<file path="src/rtl/multi_cycle_ctrl.sv">
// multi_cycle_ctrl: control FSM for a multi-cycle MIPS-style datapath.
// Sequences FETCH -> DECODE -> EXEC -> (MEM) -> (WB) per instruction and
// decodes datapath controls from the registered state and opcode. The PC and
// IR write strobes follow mem_ready and zero in the same cycle. All outputs
// are forced low and the debug state reads FETCH while rst is high.
module multi_cycle_ctrl (
  input  logic       clk,
  input  logic       rst,
  input  logic [5:0] opcode,
  input  logic       zero,
  input  logic       mem_ready,
  output logic       mem_req,
  output logic       mem_we,
  output logic       iord,
  output logic       ir_we,
  output logic       pc_we,
  output logic [1:0] pc_src,
  output logic       reg_we,
  output logic       reg_dst,
  output logic       mem_to_reg,
  output logic       alu_src_a,
  output logic [1:0] alu_src_b,
  output logic [1:0] alu_op,
  output logic       ext_signal,
  output logic [2:0] state
);

  typedef enum logic [2:0] {
    S_FETCH   = 3'd0,
    S_DECODE  = 3'd1,
    S_EXEC    = 3'd2,
    S_MEM     = 3'd3,
    S_WB      = 3'd4,
    S_ILLEGAL = 3'd7
  } state_t;

  localparam logic [5:0] OP_R    = 6'b000000;
  localparam logic [5:0] OP_LW   = 6'b100011;
  localparam logic [5:0] OP_SW   = 6'b101011;
  localparam logic [5:0] OP_BEQ  = 6'b000100;
  localparam logic [5:0] OP_ADDI = 6'b001000;
  localparam logic [5:0] OP_ANDI = 6'b001100;
  localparam logic [5:0] OP_ORI  = 6'b001101;
  localparam logic [5:0] OP_LUI  = 6'b001111;
  localparam logic [5:0] OP_J    = 6'b000010;

  // Datapath control bundle; grouped so reset gating is a single assignment.
  typedef struct packed {
    logic       mem_req;
    logic       mem_we;
    logic       iord;
    logic       ir_we;
    logic       pc_we;
    logic [1:0] pc_src;
    logic       reg_we;
    logic       reg_dst;
    logic       mem_to_reg;
    logic       alu_src_a;
    logic [1:0] alu_src_b;
    logic [1:0] alu_op;
    logic       ext_signal;
  } ctrl_t;

  state_t     r_state;
  state_t     w_next;
  logic [5:0] r_opcode;
  logic       w_supported;
  ctrl_t      w_ctrl;
  ctrl_t      w_out;

  // Opcode legality check on the live IR field, used only while in DECODE.
  always_comb begin
    w_supported = 1'b0;
    case (opcode)
      OP_R, OP_LW, OP_SW, OP_BEQ, OP_ADDI,
      OP_ANDI, OP_ORI, OP_LUI, OP_J: w_supported = 1'b1;
      default:                       w_supported = 1'b0;
    endcase
  end

  // State register; the opcode is captured on the edge that leaves DECODE so
  // later states are immune to the IR field changing underneath them.
  always_ff @(posedge clk) begin
    if (rst) begin
      r_state  <= S_FETCH;
      r_opcode <= 6'b000000;
    end else begin
      r_state <= w_next;
      if (r_state == S_DECODE) r_opcode <= opcode;
    end
  end

  // Next-state logic; mem_ready is only looked at in FETCH and MEM.
  always_comb begin
    w_next = r_state;
    case (r_state)
      S_FETCH:  if (mem_ready) w_next = S_DECODE;
      S_DECODE: w_next = w_supported ? S_EXEC : S_ILLEGAL;
      S_EXEC: begin
        case (r_opcode)
          OP_R, OP_ADDI, OP_ANDI, OP_ORI, OP_LUI: w_next = S_WB;
          OP_LW, OP_SW:                           w_next = S_MEM;
          OP_BEQ, OP_J:                           w_next = S_FETCH;
          default:                                w_next = S_ILLEGAL;
        endcase
      end
      S_MEM:     if (mem_ready) w_next = (r_opcode == OP_SW) ? S_FETCH : S_WB;
      S_WB:      w_next = S_FETCH;
      S_ILLEGAL: w_next = S_ILLEGAL;
      default:   w_next = S_ILLEGAL;
    endcase
  end

  // Output decode from registered state/opcode, plus same-cycle PC/IR strobes.
  always_comb begin
    w_ctrl = '0;
    case (r_state)
      S_FETCH: begin
        w_ctrl.mem_req   = 1'b1;
        w_ctrl.alu_src_b = 2'b01;
        w_ctrl.ir_we     = mem_ready;
        w_ctrl.pc_we     = mem_ready;
      end
      S_DECODE: begin
        w_ctrl.alu_src_b = 2'b11;
      end
      S_EXEC: begin
        case (r_opcode)
          OP_R: begin
            w_ctrl.alu_src_a = 1'b1;
            w_ctrl.alu_op    = 2'b10;
          end
          OP_LW, OP_SW, OP_ADDI: begin
            w_ctrl.alu_src_b = 2'b10;
          end
          OP_ANDI, OP_ORI, OP_LUI: begin
            w_ctrl.alu_src_b  = 2'b10;
            w_ctrl.alu_op     = 2'b11;
            w_ctrl.ext_signal = 1'b1;
          end
          OP_BEQ: begin
            w_ctrl.alu_src_a = 1'b1;
            w_ctrl.alu_op    = 2'b01;
            w_ctrl.pc_src    = 2'b01;
            w_ctrl.pc_we     = zero;
          end
          OP_J: begin
            w_ctrl.pc_src = 2'b10;
            w_ctrl.pc_we  = 1'b1;
          end
          default: w_ctrl = '0;
        endcase
      end
      S_MEM: begin
        w_ctrl.mem_req = 1'b1;
        w_ctrl.iord    = 1'b1;
        w_ctrl.mem_we  = (r_opcode == OP_SW);
      end
      S_WB: begin
        w_ctrl.reg_we     = 1'b1;
        w_ctrl.reg_dst    = (r_opcode == OP_R);
        w_ctrl.mem_to_reg = (r_opcode == OP_LW);
      end
      default: w_ctrl = '0;
    endcase
  end

  assign w_out      = rst ? '0 : w_ctrl;
  assign state      = rst ? 3'd0 : r_state;
  assign mem_req    = w_out.mem_req;
  assign mem_we     = w_out.mem_we;
  assign iord       = w_out.iord;
  assign ir_we      = w_out.ir_we;
  assign pc_we      = w_out.pc_we;
  assign pc_src     = w_out.pc_src;
  assign reg_we     = w_out.reg_we;
  assign reg_dst    = w_out.reg_dst;
  assign mem_to_reg = w_out.mem_to_reg;
  assign alu_src_a  = w_out.alu_src_a;
  assign alu_src_b  = w_out.alu_src_b;
  assign alu_op     = w_out.alu_op;
  assign ext_signal = w_out.ext_signal;

endmodule

</file>
<file path="config.mk">
export PLATFORM = sky130hd
export DESIGN_NAME = multi_cycle_ctrl
export DESIGN_NICKNAME = d
export VERILOG_FILES = /design/src/rtl/multi_cycle_ctrl.sv
export SDC_FILE = /design/constraint.sdc
export NUM_CORES = 1
export LEC_CHECK = 0
export ABC_AREA = 1
export BUFFER_PORTS_ARGS = -buffer_cell sky130_fd_sc_hd__buf_4
export CORE_ASPECT_RATIO = 0.6
export CORE_MARGIN = 3
export CORE_UTILIZATION = 25
export DETAILED_ROUTE_END_ITERATION = 7
export HOLD_SLACK_MARGIN = 0.03
export PLACE_DENSITY = 0.58
export SYNTH_ARGS = -nofsm -noshare
export SYNTH_HDL_FRONTEND = slang
export SYNTH_SLANG_ARGS = --single-unit
export TNS_END_PERCENT = 50
</file>
<file path="constraint.sdc">
create_clock -name clk -period 2.95 [get_ports clk]
set_clock_uncertainty 0.15 [all_clocks]
set_input_delay 0.295 -clock clk [delete_from_list [all_inputs] [get_ports clk]]
set_output_delay 0.295 -clock clk [all_outputs]
set_load 0.05 [all_outputs]
</file>
==> results.md <==
- DP HPWL: 1.74 mm
- Final WS setup: 870 ps
- Top-area cell type share of the netlist area: 24.2%
- Starting Density: 28.0%
- Mapped Avg Cell Area: 6.31 sq um
- Fin cells: 188
- First-pass GRT wire length: 3.33 mm
- Worst reg2reg path startpoint: r_opcode[3]
- Run status: completed
- Clock buffer depth: 2
- CP Max Fanout: 6
- Maximum Capacitance Violations: 0
- R2r endpoint: r_state[0]
- Post-route DRC: 0
- PD cells: 1100 nW/um^2
- RSZ-0062 raised after global routing: no
- CTS tree: built
- Hold Crit Class: in -> reg
- Largest net degree at the start of global routing: 15
- Num rows: 14
- Syn_nets: 128
- Post-route ant nets: 0
- Seq/Total Area, Yosys: 24.2%
- # IOs: 29
- Root Driver: clkbuf_8
- Total global routing overflow: 0
- Post-route clock period utilization: 70.5%
- Fin Setup TNS: 0 ps
- Leak: 0.000488 uW
- Post-synth cell types: 29
- Post-synth EDFFs: 0
- Core area: 2660 sq um
- Vias per inst: 4.49
- Die W: 76.5 um
- Layout cell share with drive strength beyond 1: 38.5%
- Final Core Density: 38.9%
- Routed WL per cell: 10.8 um
- Most frequent cell after synthesis: nand2_1
- Initial DRC count: 35
- R2r setup slk: 1480 ps
- Vias in the first global route: 714
- Final Hold Fails: 0
- Dpl cells: 184
- Clk pin slew, worst setup/hold paths: 50 ps
- Peak supply drop: 0.334 mV
- Hold path endpoint: r_opcode[1]
- Fill cell count: 290
- CTS sink count: 9
- Reg2Reg Depth: 8
- CP endpoint kind: output port
- Largest cells by area after synthesis: dfxtp_1 24%, nand2_1 11%, nor2_1 10%
- Final WL: 2.04 mm
- CTS buffer count: 3
- Area Overhead vs Synth: 39.2%
- RePlAce Congestion: 0.817
- Arrival @ worst endpoint: 1640 ps
- #FFs+latches synth: 9
- Hold-critical path depth: 3
- Die area: 3690 sq um
- Crit Path Category: reg -> out
- Hold path startpoint: opcode[1]
- DR pass1 iterations: 4
- Post-synth ARST share: 0%
- Initial antenna violation count: 0
- Cell accounting for the most synthesized area: dfxtp_1
- Main flop type after synthesis: dfxtp_1
- Commonest cells post-synth: 22 x nand2_1, 20 x nor2_1, 10 x inv_1, 9 x dfxtp_1
- Die height: 48.3 um
- Area of the multi-input gates: 485 sq um
- Ys Warns: 0
- H-tree levels: 1
- Critical Path RT: 2510 ps
- Post-layout min period: 2080 ps
- Setup bufs post-CTS: 0
- GRT Overall Usage: 11.7%
- # nets final: 159
- DR vias: 844
- Dpl ws: 1130 ps
- Slew margin rel.: 79.4%
- Post-synthesis instance total: 118
- Resized Gates After CTS: 0
- Clock latency at the later pin of the worst-skew pair: 230 ps
- Crit start category: register
- Reg area: 180 sq um
- Input/output buffers: 28
- Slew of the pin with the lowest slew margin: 309 ps
- FMAX: 0.481 GHz
- ANT cells: 0
- Pins Over Slew Limit: 0
- Post-synthesis cell area: 744 sq um
- Hold_buf cts: 0
- Setup-failing EPs final: 0
worst max-delay path, stage by stage, from the launching register on:
cell and delay, ps:
dfxtp_1 330, nor2_2 220, nand3_1 180, nand2_1 140, inv_2 50, o32ai_2 240, buf_4 240
stage by stage:
stage | hold WS, ps | cell area [sq um] | power [uW]
2_1_floorplan | 309 | 744 | 828
3_3_place_gp | 335 | 990 | 984
3_5_place_dp | 346 | 990 | 994
4_1_cts | 191 | 1040 | 1140
5_1_grt | 203 | 1040 | 1220
6_report | 196 | 1040 | 1130
cells in the final DEF (no fill, tap or decap):
master | synthesis | final
buf_4 | 0 | 28
nand4_1 | 2 | 2
a211oi_1 | 1 | 1
o21ai_0 | 5 | 5
nor2_1 | 20 | 20
a31oi_1 | 1 | 1
nor4_2 | 1 | 1
nor4_1 | 1 | 1
clkinv_2 | 0 | 1
inv_1 | 10 | 10
nand3_1 | 5 | 5
nand2_4 | 2 | 2
o22ai_1 | 1 | 1
clkbuf_8 | 0 | 3
nor3_1 | 3 | 3
a21oi_2 | 1 | 1
dfxtp_1 | 9 | 9
o21a_1 | 1 | 1
a21oi_1 | 7 | 7
o21ai_1 | 1 | 1
nor3_2 | 1 | 1
nor3b_1 | 1 | 1
nand2_2 | 2 | 2
nand3b_1 | 1 | 1
nor2_2 | 6 | 6
o32ai_2 | 1 | 1
nand3_2 | 3 | 3
nand2_1 | 22 | 22
inv_2 | 7 | 7
nor2_4 | 1 | 1
layout make-up:
class / count / area share [%]
multi-input cells: 90 / 46.9
repair buffers: 28 / 20.3
flip-flops and latches: 9 / 17.4
inverters: 17 / 6.16
well taps: 40 / 4.83
clock buffers: 3 / 3.99
clock inverters: 1 / 0.483
power breakdown:
| part | internal [uW] | leakage [uW] | switching (uW) |
|---|---|---|---|
| registers | 174 | 0.0000741 | 76.8 |
| clock network | 92.1 | 0.0000255 | 49.0 |
| logic | 230 | 0.000389 | 513 |
sequential cells by signal (all words and copies together), names as in the netlist:
name      count
r_state       3
r_opcode      6
cell families after synthesis:
| family | after synthesis | synth area share, % |
|---|---|---|
| AND/OR/NAND/NOR | 71 | 49.4 |
| flip-flops | 9 | 24.2 |
| buffers and inverters | 19 | 10.6 |
| AO/OA/AOI/OAI | 19 | 15.8 |
worst max-delay path by stage:
stage	slack, ps	cells past startpoint	end	startpoint
floorplan	220	4	alu_src_a	r_state[1]
global placement	1170	5	pc_we	rst
detailed placement	1130	6	pc_we	r_opcode[4]
CTS	870	6	pc_we	r_opcode[4]
global route	780	6	pc_we	r_opcode[4]
finish	870	6	pc_we	r_opcode[4]
metal layers:
| layer | GRT usage, % | part of all wire [%] | wire (um) |
|---|---|---|---|
| met5 | 0 | 0 | 0 |
| met3 | 4.61 | 6.9 | 141 |
| met1 | 16.6 | 55 | 1110 |
| met4 | 3.25 | 0 | 0 |
| met2 | 16.4 | 38 | 780 |
Power figures use the tool's default switching activity.
